==> config.mk <==
export PLATFORM = sky130hd
export DESIGN_NAME = usrt_tx_section
export DESIGN_NICKNAME = d
export VERILOG_FILES = /design/src/rtl/usrt_tx_section.sv
export SDC_FILE = /design/constraint.sdc
export NUM_CORES = 1
export LEC_CHECK = 0
export ABC_AREA = 1
export BUFFER_PORTS_ARGS = -buffer_cell sky130_fd_sc_hd__clkbuf_2
export CORE_ASPECT_RATIO = 1.5
export CORE_UTILIZATION = 50
export CTS_CLUSTER_SIZE = 16
export DETAILED_ROUTE_END_ITERATION = 10
export GPL_TIMING_DRIVEN = 0
export PLACE_DENSITY = 0.7
export SYNTH_ARGS = -nofsm -noshare
export SYNTH_HDL_FRONTEND = slang
export SYNTH_SLANG_ARGS = --single-unit
export TNS_END_PERCENT = 5
==> constraint.sdc <==
create_clock -name clk -period 2.72 [get_ports clk]
set_clock_uncertainty 0.05 [all_clocks]
set_input_delay 0.408 -clock clk [delete_from_list [all_inputs] [get_ports clk]]
set_output_delay 0.408 -clock clk [all_outputs]
set_load 0.1 [all_outputs]
==> src/rtl/usrt_tx_section.sv <==
// Buffered USRT transmitter: a word FIFO feeding a start/data/parity/stop serialiser
// that advances one bit per bit_pedge strobe, with rts bracketing each burst of frames.
module usrt_tx_section #(
    parameter int DATA_W     = 8,
    parameter int FIFO_DEPTH = 4,
    parameter int PARITY_EN  = 1,
    parameter int PARITY_ODD = 0,
    parameter int STOP_BITS  = 1
) (
    input  logic                          clk,
    input  logic                          rst,
    input  logic                          bit_pedge,
    input  logic                          run_flag,
    input  logic                          size_flag,
    input  logic [DATA_W-1:0]             wr_data,
    input  logic                          wr_valid,
    output logic                          wr_ready,
    output logic [$clog2(FIFO_DEPTH):0]   fifo_level,
    output logic                          busy,
    output logic                          rts,
    output logic                          txd
);
    localparam int AW = $clog2(FIFO_DEPTH);
    localparam int LW = AW + 1;
    localparam int CW = $clog2(DATA_W) + 1;

    typedef enum logic [2:0] {IDLE, START, DATA, PARITY, STOP} state_t;

    state_t              state;
    logic [DATA_W-1:0]   mem [FIFO_DEPTH];
    logic [AW-1:0]       wr_ptr;
    logic [AW-1:0]       rd_ptr;
    logic [LW-1:0]       level;
    logic [DATA_W-1:0]   sr;
    logic                par_acc;
    logic                full_frame;
    logic [CW-1:0]       bit_cnt;
    logic                stop_cnt;
    logic [CW-1:0]       nbits;
    logic                push;
    logic                pop;
    logic                last_stop;
    logic                last_data;
    logic                shift_en;

    function automatic logic parity_bit(input logic acc);
        return acc ^ 1'(PARITY_ODD);
    endfunction

    assign wr_ready   = (level != LW'(FIFO_DEPTH));
    assign push       = wr_valid && wr_ready;
    assign nbits      = full_frame ? CW'(DATA_W) : CW'(DATA_W / 2);
    assign last_data  = (bit_cnt == nbits);
    assign last_stop  = (state == STOP) && (stop_cnt == 1'(STOP_BITS - 1));
    // A word leaves the FIFO only when a frame is about to start on this strobe
    assign pop        = bit_pedge && run_flag && (level != '0) && ((state == IDLE) || last_stop);
    assign shift_en   = bit_pedge && ((state == START) || ((state == DATA) && !last_data));
    assign busy       = (state != IDLE);
    assign fifo_level = level;

    always_ff @(posedge clk or posedge rst) begin
        if (rst) begin
            wr_ptr <= '0;
            rd_ptr <= '0;
            level  <= '0;
        end else begin
            if (push) wr_ptr <= wr_ptr + 1'b1;
            if (pop)  rd_ptr <= rd_ptr + 1'b1;
            case ({push, pop})
                2'b10:   level <= level + 1'b1;
                2'b01:   level <= level - 1'b1;
                default: level <= level;
            endcase
        end
    end

    always_ff @(posedge clk) begin
        if (push) mem[wr_ptr] <= wr_data;
    end

    // Shift register and running parity of the bits already placed on txd
    always_ff @(posedge clk) begin
        if (pop) begin
            sr      <= mem[rd_ptr];
            par_acc <= 1'b0;
        end else if (shift_en) begin
            sr      <= sr >> 1;
            par_acc <= par_acc ^ sr[0];
        end
    end

    always_ff @(posedge clk or posedge rst) begin
        if (rst) begin
            state      <= IDLE;
            txd        <= 1'b1;
            rts        <= 1'b0;
            full_frame <= 1'b0;
            bit_cnt    <= '0;
            stop_cnt   <= 1'b0;
        end else if (bit_pedge) begin
            case (state)
                IDLE: begin
                    if (pop) begin
                        full_frame <= size_flag;
                        txd        <= 1'b0;
                        rts        <= 1'b1;
                        state      <= START;
                    end
                end
                START: begin
                    txd     <= sr[0];
                    bit_cnt <= CW'(1);
                    state   <= DATA;
                end
                DATA: begin
                    if (last_data) begin
                        stop_cnt <= 1'b0;
                        if (PARITY_EN != 0) begin
                            txd   <= parity_bit(par_acc);
                            state <= PARITY;
                        end else begin
                            txd   <= 1'b1;
                            state <= STOP;
                        end
                    end else begin
                        txd     <= sr[0];
                        bit_cnt <= bit_cnt + CW'(1);
                    end
                end
                PARITY: begin
                    txd      <= 1'b1;
                    stop_cnt <= 1'b0;
                    state    <= STOP;
                end
                STOP: begin
                    if (!last_stop) begin
                        stop_cnt <= stop_cnt + 1'b1;
                    end else if (pop) begin
                        full_frame <= size_flag;
                        txd        <= 1'b0;
                        state      <= START;
                    end else begin
                        txd   <= 1'b1;
                        rts   <= 1'b0;
                        state <= IDLE;
                    end
                end
                default: state <= IDLE;
            endcase
        end
    end
endmodule

=== After elaboration in Yosys (flattened, before gate mapping) ===
Memory sizes are Yosys's and may differ from the RTL's.
Index checks and enable logic that the tools add are counted.
W data, S select, Z words.

* Bits in registers: 27
* RAM bits: 32
* Input port bits: 14
* Output and inout port bits: 7
* Logic and storage cells: 87
* Memories: 1

* $add $sub $neg: 6
* Equality and inequality tests: 14
* Muxes and demuxes: 28
* Bitwise logic cells: 2
* Reduce and logical (&&, ||, !) cells: 25

{| class="wikitable"
|+ Memories
! memory !! depth !! width !! rd ports !! clocked after Yosys merged registers in !! write ports !! RTL line !! source
|-
| mem || 4 || 8 || 1 || 0 || 1 || 30 || <nowiki>logic [DATA_W-1:0] mem [FIFO_DEPTH];</nowiki>
|}

{| class="wikitable"
|+ Operators by type and width
! kind !! number
|-
| $mux W8 || 2
|-
| $pmux W3 S5 || 1
|-
| $mux W1 || 14
|-
| $ne A2 B2 Y1 const B || 6
|-
| $reduce_and A4 Y1 || 3
|-
| $mux W3 || 3
|-
| $reduce_bool A3 Y1 || 3
|-
| $mux W4 || 2
|-
| $pmux W4 S2 || 1
|-
| $reduce_bool A2 Y1 || 4
|-
| $logic_and A1 B1 Y1 || 7
|-
| $eq A3 B2 Y1 const B || 2
|-
| $pmux W3 S2 || 1
|-
| $reduce_and A3 Y1 || 2
|-
| $pmux W1 S5 || 1
|-
| $reduce_and A5 Y1 || 1
|-
| $reduce_bool A5 Y1 || 1
|-
| $add A2 B1 Y2 const B || 2
|-
| $add A4 B1 Y4 const B || 1
|-
| $eq A4 B4 Y1 || 1
|-
| $pmux W1 S2 || 2
|-
| $add A3 B1 Y3 const B || 1
|-
| $eq A3 B1 Y1 const B || 1
|-
| $eq A3 B3 Y1 const B || 1
|-
| other kinds (11) || 12
|}

=== Logic depth before layout (Yosys ltp) ===
Gate-level depths: netlist of the first run.

* Word-level depth: 8
* Gate-level depth with buffers: 12
* Gate-level depth less buffers: 10

=== Worst setup path before layout of the first run ===
No wires, ideal clock.

* Path type: flip-flop to flip-flop
* Start: register level[2], in the netlist fifo_level[2]
* End: register level[2], in the netlist fifo_level[2]
* Setup time: 131 ps
* Arrival time: 3184 ps
* Required time: 2539 ps
* Path slack: -645 ps
* Stages on the path, launching flop included: 9
* Buffers on the path: 0
* Clock period less this slack: 3365 ps
* Path through: dfrtp_1 nand2_1 nand2_1 ha_1 inv_1 fa_1 a21oi_1 o21ai_0 xor2_1

* Elaborated cells between the ends (all ways): 11
* Those cells by class: add/sub (2); eq/ne (3); mux (1); reduce/logical (5)

{| class="wikitable"
|+ RTL lines
! what !! RTL line !! source
|-
| from (decl) || 33 || <nowiki>logic [LW-1:0] level;</nowiki>
|-
| from (signal assigned) || 70 || <nowiki>2'b10: level <= level + 1'b1;</nowiki>
|-
| from (signal assigned) || 71 || <nowiki>2'b01: level <= level - 1'b1;</nowiki>
|-
| from (signal assigned) || 72 || <nowiki>default: level <= level;</nowiki>
|-
| $ne A3 B3 Y1 (*) || 50 || <nowiki>assign wr_ready = (level != LW'(FIFO_DEPTH));</nowiki>
|-
| via wr_ready || 17 || <nowiki>output logic wr_ready,</nowiki>
|-
| $logic_and A1 B1 Y1 (*) || 51 || <nowiki>assign push = wr_valid && wr_ready;</nowiki>
|-
| $eq A2 B1 Y1 or $eq A2 B2 Y1 (tied branches) || 69 || <nowiki>case ({push, pop})</nowiki>
|-
| $pmux W3 S2 or $reduce_bool A2 Y1 (tied branches) || - ||
|}

The timed path passes the listed nets; every way through them passes the cells marked *.
A chain may end at the register's enable or synchronous reset.

=== Worst setup path after layout of the first run ===
* Start: register state[0]
* End: register level[2], in the netlist fifo_level[2]

* Longest elaborated chain between the ends: 6
* Elaborated cells between the ends (all ways): 9
* Those cells by class: eq/ne (3); mux (1); reduce/logical (5)

{| class="wikitable"
|+ Ends and longest elaborated chain
! what !! RTL line !! source
|-
| from (decl) || 29 || <nowiki>state_t state;</nowiki>
|-
| from (signal assigned) || 94 || <nowiki>state <= IDLE;</nowiki>
|-
| from (signal assigned) || 107 || <nowiki>state <= START;</nowiki>
|-
| from (signal assigned) || 113 || <nowiki>state <= DATA;</nowiki>
|-
| $eq A3 B3 Y1 || 54 || <nowiki>assign last_stop = (state == STOP) && (stop_cnt == 1'(STOP_BITS - 1));</nowiki>
|-
| $logic_and A1 B1 Y1 || 54 ||
|-
| $logic_or A1 B1 Y1 (*) || 56 || <nowiki>assign pop = bit_pedge && run_flag && (level != '0) && ((state == IDLE) || last_stop);</nowiki>
|-
| $logic_and A1 B1 Y1 (*) || 56 ||
|-
| $eq A2 B1 Y1 or $eq A2 B2 Y1 (tied branches) || 69 ||
|-
| $pmux W3 S2 or $reduce_bool A2 Y1 (tied branches) || - ||
|}

Every way passes the cells marked *; elsewhere a longest branch is shown, timed or not.

==> results.py, run 1 <==
metrics = {
    "global_routing": {
        "grt-ovfl-total": 0,
        "grt_usage": 0.198,
        "grt_pass1_wl_mm": 7.83,
        "grt_pass1_vias": 1816,
        "antenna_found_initial": 0,
        "grt_max_degree": 19,
    },
    "drt": {
        "ant_nets": 0,
        "initialDrtViolationCount": 116,
        "first_pass_iters": 4,
        "routed_wl_mm": 4.85,
        "routed_via_density": 5.18,
        "drc": 0,
        "wl_per_cell_um": 13.5,
        "routed-via-count": 1856,
    },
    "power_and_ir_drop": {
        "power.leakage_nw": 1.28,
        "p_comb_frac": 0.397,
        "p_int_mw": 2.17,
        "p_sw_mw": 1.59,
        "clockPowerShare": 0.229,
        "ir_drop_mv": 0.594,
        "power_density_nw_per_um2": 1220,
        "p_seq_frac": 0.374,
        "p_sw_frac": 0.423,
    },
    "placed_design": {
        "dp_hpwl_mm": 3.33,
        "io_buffers": 19,
        "place_ws_ns": 0.305,
        "gp_congestion": 0.753,
    },
    "synth": {
        "synth_cell_types": 30,
        "postSynthCellCount": 255,
        "yosys_warnings": 0,
        "synth_top_area_frac": 0.448,
        "post_synth_main_area_contributors": "edfxtp_1, dfrtp_1, nor2_1, o21ai_0, inv_1",
        "yosys.area.top_type": "edfxtp_1",
        "seq_area_frac_synth": 0.623,
        "synth_fp_nets": 277,
        "syn_avg_cell_area_um2": 10.5,
        "synth-seq-cells": 59,
        "syn_area_um2": 2680,
    },
    "worst_setup_path": {
        "crit_path_start": "state[0]",
        "path_max_fanout": 10,
        "critical_path_class": "flop to flop",
        "required_ns": 2.88,
        "worst_setup_path_end_kind": "flop",
        "cp-start-kind": "flop",
        "r2r_start": "state[0]",
        "worstPathArrival_ns": 2.49,
    },
    "clocking": {
        "cts_root_buf": "clkbuf_8",
        "h-tree-depth": 3,
        "clk_pin_slew_ns": 0.07,
        "post_cts_resize_count": 0,
        "clk_path_buf_depth": 2,
        "worstSkewPairLatency_ns": 0.34,
        "cts.sinks": 59,
        "postCtsSetupRepairBufs": 0,
        "holdBufCountCts": 0,
        "cts_inserted_buffers": 9,
        "cts_tree": "built",
    },
    "finish": {
        "finalNetCount": 307,
        "antennaDiodeCount": 0,
        "layout-drive-gt1-share": 0.190,
        "layout_commonest_cell": "nor2_1",
        "syn_to_final_growth_pct": 15.0,
        "layout_common_cells": "nor2_1, edfxtp_1, inv_1, o21ai_0, nand2_1",
    },
    "floorplan": {
        "design.core.area_um2": 5160,
        "die_w_um": 61.8,
        "rows": 32,
        "die_area_um2": 5670,
        "die_h_um": 91.7,
        "initial_utilization": 0.520,
        "io_pins": 21,
    },
    "sta": {
        "fmax_ghz": 0.431,
        "finalWorstSetupSlack_ns": 0.398,
        "setup_tns_ns": 0,
        "rsz0062_at_grt": "no",
        "setup_viol": 0,
        "slew_headroom": 0.433,
        "slew_violations": 0,
        "whs_ns": 0.108,
        "hold_viol": 0,
        "period_share": 0.854,
        "min_period_ns": 2.32,
        "worst_pin_slew_ns": 0.847,
    },
    "outcome": {
        "outcome": "complete, no violations",
    },
    "min_path": {
        "holdCritPathClass": "input pin to async pin",
    },
    "job": {
        "drv_cap": 0,
    },
}
[synthesized netlist by cell type]
| master | n |
|---|---|
| nor3_4 | 1 |
| nand3_2 | 1 |
| o21ai_1 | 3 |
| nor3_1 | 1 |
| ha_1 | 7 |
| a21oi_1 | 3 |
| dfxtp_1 | 1 |
| nand4_2 | 1 |
| nand4_1 | 2 |
| xnor2_1 | 1 |
| nand3_4 | 1 |
| buf_4 | 2 |
| inv_1 | 28 |
| buf_2 | 4 |
| clkbuf_1 | 1 |
| o22ai_1 | 1 |
| nor2_4 | 2 |
| dfrtp_1 | 17 |
| fa_1 | 1 |
| o21ai_0 | 28 |
| inv_2 | 2 |
| edfxtp_1 | 40 |
| nand2_2 | 1 |
| buf_6 | 1 |
| dfstp_2 | 1 |
| xor2_1 | 6 |
| nor2_1 | 54 |
| nand3_1 | 10 |
| a31oi_1 | 8 |
| nand2_1 | 26 |
[per-stage QoR]
step	total power [mW]	cells	cell area (um^2)	util
finish	3.76	358	3090	0.598
global placement	2.87	342	2870	0.556
CTS	3.78	358	3090	0.598
global route	3.98	358	3090	0.598
detailed placement	2.91	342	2870	0.556
floorplan	2.58	255	2690	-
[final cells by class]
cell class	count	area (um^2)
fill	439	2080
clock buffer	9	124
inverter	30	113
timing repair buffer	19	95.1
tap	68	85.1
sequential	59	1680
multi-input combinational	158	851
buffer	8	50.0
clock inverter	7	92.6
[power groups by stage]
stage                     sequential [mW]  clock [mW]  combinational [mW]
after detailed placement             1.42           0                1.49
after floorplan                      1.66           0               0.925
after global placement               1.41           0                1.45
final                                1.40       0.860                1.49
after global routing                 1.44       0.903                1.64
after CTS                            1.41       0.874                1.50
[routing by layer]
layer / global-route usage / routed length (um) / up-vias
li1: - / - / 913
met1: 0.209 / 1850 / 867
met2: 0.335 / 2630 / 59
met3: 0.0606 / 215 / 17
met4: 0.107 / 158 / 0
met5: 0 / 0 / -
[cell families after synthesis]
logic type,after synthesis,synth area share
flops,59,0.623
xor+xnor,7,0.0228
fa+ha+maj,8,0.0401
compound gates,43,0.0844
simple gates,100,0.169
buf+inv,38,0.0606
[state kept, by name (all words and copies together) (netlist names)]
name,cells
rts,1
mem,32
stop_cnt,1
par_acc,1
txd,1
fifo_level,3
bit_cnt,4
state,3
sr,8
full_frame,1
wr_ptr,2
rd_ptr,2
[final timing paths]
check / to / slack, ns / depth (start not counted)
worst max-delay path: fifo_level[2] / 0.40 / 10
worst min-delay path: rts / 0.11 / 2
worst max register to register: fifo_level[2] / 0.40 / 10
worst min register to register: txd / 0.44 / 2
max in group asynchronous: fifo_level[0] / 2.02 / 2
min in group clk: mem[1][5] / 0.24 / 1
[worst max-delay path, stage by stage, from the launching register on]
cell     delay, ns
dfrtp_1       0.46
nor2_4        0.23
nand4_2       0.18
inv_2         0.11
buf_4         0.19
ha_1          0.16
inv_1         0.06
fa_1          0.38
a21oi_1       0.14
o21ai_0       0.11
xor2_1        0.15
(Power assumes the default switching activity.)
==> run 2, diff against run 1 <==
- CELL_PAD_IN_SITES_DETAIL_PLACEMENT: default -> 1
- CELL_PAD_IN_SITES_GLOBAL_PLACEMENT: default -> 2
- CORE_UTILIZATION: 50 -> 39
- PLACE_DENSITY: 0.7 -> 0.81
==> run 2 against run 1 <==
  * Total power is 2.7% lower
  * Critical path depth stayed put
  * Hold slack better by 0.0078 ns
  * Final area is 0.89% lower
  * Sequential share of layout area rose by 0.49 points
  * Routed wire length is 13% higher
  * First-iteration DRC count fell by 59%
  * Maximum frequency down 4.4%
  * Count of clock-buffer cells in the layout rose by 4
  * Register-to-register slack lost 0.11 ns
  * Cell count rose by 2.2%
  * Global-route usage down 2.7 points
  * Largest cell class unchanged
==> results.py, run 2 (synthesis gave the netlist of run 1 again) <==
metrics = {
    "job": {
        "drv_cap": 0,
    },
    "placed_design": {
        "gp_congestion": 0.723,
        "io_buffers": 19,
        "placed_cells": 350,
        "place_ws_ns": 0.216,
        "dp_hpwl_mm": 3.93,
    },
    "drt": {
        "routed_via_density": 4.93,
        "drc": 0,
        "initialDrtViolationCount": 47,
        "ant_nets": 0,
        "wl_per_cell_um": 15.0,
        "routed-via-count": 1806,
        "routed_wl_mm": 5.49,
        "first_pass_iters": 5,
    },
    "floorplan": {
        "die_w_um": 69.7,
        "io_pins": 21,
        "die_area_um2": 7220,
        "die_h_um": 104,
        "initial_utilization": 0.408,
        "rows": 36,
        "design.core.area_um2": 6580,
    },
    "sta": {
        "min_period_ns": 2.43,
        "slew_headroom": 0.440,
        "fmax_ghz": 0.412,
        "period_share": 0.893,
        "setup_tns_ns": 0,
        "hold_viol": 0,
        "finalWorstSetupSlack_ns": 0.292,
        "rsz0062_at_grt": "no",
        "setup_viol": 0,
        "worst_pin_slew_ns": 0.837,
        "slew_violations": 0,
    },
    "finish": {
        "antennaDiodeCount": 0,
        "top_regs": "mem (32), sr (8), bit_cnt (4)",
        "finalCoreUtilization": 0.465,
        "finalNonFillerCells": 366,
        "multiInputGateArea_um2": 851,
        "top_register": "mem",
        "regArea_um2": 1680,
        "layout-drive-gt1-share": 0.179,
        "nFillCells": 757,
        "layout_common_cells": "nor2_1, edfxtp_1, inv_1, o21ai_0, nand2_1",
        "finalNetCount": 307,
        "syn_to_final_growth_pct": 14.0,
        "layout_commonest_cell": "nor2_1",
        "largest_register_ff_count": 32,
    },
    "worst_setup_path": {
        "slowest_delay_ns": 0.46,
        "worstRegToRegCells": 10,
        "cp-start-kind": "flop",
        "r2r_end": "fifo_level[2]",
        "path_max_fanout": 10,
        "worstPathArrival_ns": 2.59,
        "worst_setup_path_end_kind": "flop",
        "required_ns": 2.89,
        "slowest_stage": "dfrtp_1",
        "crit_chain": "nor2_4 -> nand4_2 -> inv_2 -> buf_4 -> ha_1 -> inv_1 -> fa_1 -> a21oi_1 -> o21ai_0 -> xor2_1",
        "critical_path_class": "flop to flop",
        "r2r_start": "state[0]",
        "reg2reg_setup_slack_ns": 0.29,
    },
    "clocking": {
        "cts_tree": "built",
        "holdBufCountCts": 0,
        "worstSkewPairLatency_ns": 0.34,
        "cts.sinks": 59,
        "cts_root_buf": "clkbuf_8",
        "h-tree-depth": 3,
        "postCtsSetupRepairBufs": 0,
        "cts_inserted_buffers": 9,
        "post_cts_resize_count": 0,
        "clk_pin_slew_ns": 0.06,
        "clk_path_buf_depth": 2,
    },
    "global_routing": {
        "grt-ovfl-total": 0,
        "grt_usage": 0.171,
        "grt_max_degree": 19,
        "antenna_found_initial": 0,
        "grt_pass1_wl_mm": 9.11,
        "grt_pass1_vias": 1906,
    },
    "min_path": {
        "holdCritPathClass": "input pin to async pin",
    },
    "power_and_ir_drop": {
        "power_density_nw_per_um2": 1200,
        "ir_drop_mv": 0.658,
        "power.leakage_nw": 1.27,
    },
    "outcome": {
        "outcome": "complete, no violations",
    },
}
-- run 2: routing by layer --
metal  up-vias  share of wire  GRT usage  wire (um)
li1        909              -          -          -
met1       875           0.40      0.178       2190
met2        17           0.56      0.311       3070
met3         5          0.027     0.0496        148
met4         0          0.015     0.0771         82
met5         -              0          0          0
-- run 2: layout make-up --
class | instances | share of cell area
plain buffers | 8 | 0.0164
clock buffers | 13 | 0.0454
clock inverters | 3 | 0.0131
inverters | 30 | 0.0368
multi-input cells | 158 | 0.278
flip-flops and latches | 59 | 0.548
well taps | 76 | 0.0311
repair buffers | 19 | 0.0311
-- run 2: power breakdown --
part / leakage (nW) / total, mW / internal, mW / switching [mW]
Combinational: 0.582 / 1.50 / 0.378 / 1.12
Clock: 0.0914 / 0.751 / 0.421 / 0.329
Sequential: 0.594 / 1.41 / 1.28 / 0.134
Total: 1.27 / 3.66 / 2.08 / 1.58
-- run 2: worst max-delay path: cells and delay by family, from the launching register on --
family / cells / cell delay (ns)
DFF: 1 / 0.46
buffers and inverters: 3 / 0.37
adders and majority gates: 2 / 0.55
xor gates and xnor gates: 1 / 0.15
and+or+nand+nor: 2 / 0.43
AOI/OAI and AO/OA: 2 / 0.29
-- run 2: how the worst max path moves through the flow --
stage / from / to / slack, ns
after floorplan: fifo_level[0] / fifo_level[2] / 0.05
after global placement: bit_pedge / fifo_level[2] / 0.27
after detailed placement: bit_pedge / fifo_level[2] / 0.22
after CTS: state[0] / fifo_level[2] / 0.26
after global routing: state[0] / fifo_level[2] / 0.10
final: state[0] / fifo_level[2] / 0.29
-- run 2: per-stage QoR --
step           hold slack [ns]  total power, mW  instance area (um^2)
4_1_cts                  0.151             3.71                  3060
6_report                 0.116             3.66                  3060
2_1_floorplan            0.296             2.58                  2690
5_1_grt                  0.192             3.92                  3060
3_3_place_gp             0.426             2.91                  2880
3_5_place_dp             0.437             2.95                  2880
==> run 3, diff against run 2 <==
- HOLD_SLACK_MARGIN: default -> 0.03
- PLACE_DENSITY: 0.81 -> default
- PLACE_DENSITY_LB_ADDON: default -> 0.3
==> run 3 against run 2 <==
  * Combinational power is essentially flat
  * Sequential share of layout area is 0.51 points lower
  * Final area grew 0.94%
  * Non-clock buffer count unchanged
  * Die area unchanged
  * Via count grew 1.6%
  * Global-route usage down 0.33 points
  * Critical path type unchanged
  * Critical endpoint unchanged
  * Largest cell class unchanged
  * Highest routed layer unchanged
==> results.py, run 3 (synthesis gave the netlist of run 1 again) <==
metrics = {
    "outcome": {
        "outcome": "complete, no violations",
    },
    "sta": {
        "slew_violations": 0,
        "setup_tns_ns": 0,
        "slew_headroom": 0.437,
        "rsz0062_at_grt": "no",
        "hold_viol": 0,
        "period_share": 0.887,
        "worst_pin_slew_ns": 0.842,
        "fmax_ghz": 0.415,
        "min_period_ns": 2.41,
        "setup_viol": 0,
    },
    "finish": {
        "finalCoreUtilization": 0.470,
        "layout_commonest_cell": "nor2_1",
        "nFillCells": 755,
        "top_register": "mem",
        "largest_register_ff_count": 32,
        "layout-drive-gt1-share": 0.193,
        "finalNetCount": 307,
        "layout_common_cells": "nor2_1, edfxtp_1, inv_1, o21ai_0, nand2_1",
        "syn_to_final_growth_pct": 15.1,
        "antennaDiodeCount": 0,
        "top_regs": "mem (32), sr (8), bit_cnt (4)",
    },
    "drt": {
        "ant_nets": 0,
        "routed_via_density": 5.01,
        "wl_per_cell_um": 15.3,
        "initialDrtViolationCount": 44,
        "routed_wl_mm": 5.59,
        "drc": 0,
        "routed-via-count": 1835,
        "first_pass_iters": 4,
    },
    "worst_setup_path": {
        "cp-start-kind": "flop",
        "worst_setup_path_end_kind": "flop",
        "path_delay_family": "adder cells",
        "worstRegToRegCells": 10,
        "critical_path_class": "flop to flop",
        "slowest_stage": "dfrtp_1",
        "r2r_end": "fifo_level[2]",
        "path_max_fanout": 10,
        "r2r_start": "state[0]",
        "cp_num_buf_inv": 3,
        "crit_chain": "nor2_4 -> nand4_2 -> inv_2 -> buf_4 -> ha_1 -> inv_1 -> fa_1 -> a21oi_1 -> o21ai_0 -> xor2_1",
        "required_ns": 2.89,
        "worstPathArrival_ns": 2.58,
        "slowest_delay_ns": 0.47,
        "reg2reg_setup_slack_ns": 0.31,
    },
    "global_routing": {
        "grtUsageMet3": 0.0496,
        "grt_pass1_vias": 1945,
        "grt_busiest_layer": "met2",
        "grt_max_degree": 19,
        "met1_usage": 0.179,
        "grt-ovfl-total": 0,
        "grt_pass1_wl_mm": 9.05,
        "antenna_found_initial": 0,
        "grt_usage": 0.168,
        "grt_use_met2": 0.306,
    },
    "clocking": {
        "worstSkewPairLatency_ns": 0.34,
        "holdBufCountCts": 0,
        "cts_root_buf": "clkbuf_8",
        "clk_path_buf_depth": 2,
        "cts.sinks": 59,
        "cts_inserted_buffers": 9,
        "post_cts_resize_count": 0,
        "h-tree-depth": 3,
        "cts_tree": "built",
        "clk_pin_slew_ns": 0.08,
        "postCtsSetupRepairBufs": 0,
    },
    "power_and_ir_drop": {
        "p_comb_frac": 0.400,
        "p_int_mw": 2.09,
        "p_sw_mw": 1.66,
        "clockPowerShare": 0.224,
        "power_density_nw_per_um2": 1210,
        "p_seq_frac": 0.375,
        "ir_drop_mv": 0.638,
        "power.leakage_nw": 1.28,
        "p_sw_frac": 0.442,
    },
    "placed_design": {
        "dp_hpwl_mm": 3.91,
        "io_buffers": 19,
        "gp_congestion": 0.690,
    },
    "floorplan": {
        "io_pins": 21,
        "initial_utilization": 0.408,
        "die_h_um": 104,
        "die_w_um": 69.7,
        "die_area_um2": 7220,
        "rows": 36,
        "design.core.area_um2": 6580,
    },
    "job": {
        "drv_cap": 0,
    },
    "min_path": {
        "holdCritPathClass": "input pin to async pin",
    },
}
[run 3: layer usage]
metal | vias to the layer above | routed length (um)
li1 | 910 | -
met1 | 895 | 2330
met2 | 22 | 3060
met3 | 8 | 139
met4 | 0 | 72
met5 | - | 0
[run 3: power by group through the flow]
stage	Clock [mW]	Combinational, mW	Sequential, mW
3_5_place_dp	0	1.53	1.43
5_1_grt	0.894	1.68	1.43
6_report	0.840	1.50	1.41
4_1_cts	0.862	1.53	1.41
3_3_place_gp	0	1.50	1.42
2_1_floorplan	0	0.925	1.66
[run 3: final cells by class]
type	instances	area [um^2]	share of cell area
Tap cell	76	95.1	0.0308
Timing Repair Buffer	19	95.1	0.0308
Clock buffer	9	124	0.0401
Inverter	30	113	0.0365
Buffer	8	50.0	0.0162
Clock inverter	7	83.8	0.0271
Sequential cell	59	1680	0.543
Multi-Input combinational cell	158	851	0.276
[run 3: through the flow]
| step | power [mW] | instances | hold WS [ns] | setup WS, ns | instance area, um^2 |
|---|---|---|---|---|---|
| global placement | 2.92 | 350 | 0.421 | 0.253 | 2880 |
| CTS | 3.81 | 366 | 0.131 | 0.283 | 3090 |
| floorplan | 2.58 | 255 | 0.296 | 0.0505 | 2690 |
| finish | 3.75 | 366 | 0.118 | 0.308 | 3090 |
| detailed placement | 2.96 | 350 | 0.432 | 0.222 | 2880 |
| global route | 4.01 | 366 | 0.190 | 0.131 | 3090 |
[run 3: how the worst max path moves through the flow]
| stage | cells after the start | from | end | slack (ns) |
|---|---|---|---|---|
| global route | 10 | state[0] | fifo_level[2] | 0.13 |
| finish | 10 | state[0] | fifo_level[2] | 0.31 |
| CTS | 10 | state[0] | fifo_level[2] | 0.28 |
| detailed placement | 12 | bit_pedge | fifo_level[2] | 0.22 |
| global placement | 12 | bit_pedge | fifo_level[2] | 0.25 |
| floorplan | 9 | fifo_level[0] | fifo_level[2] | 0.05 |
[run 3: worst reg2reg max path: stages (launching register included)]
cell	delay (ns)
dfrtp_1	0.47
nor2_4	0.23
nand4_2	0.22
inv_2	0.13
buf_4	0.19
ha_1	0.16
inv_1	0.06
fa_1	0.38
a21oi_1	0.14
o21ai_0	0.10
xor2_1	0.15
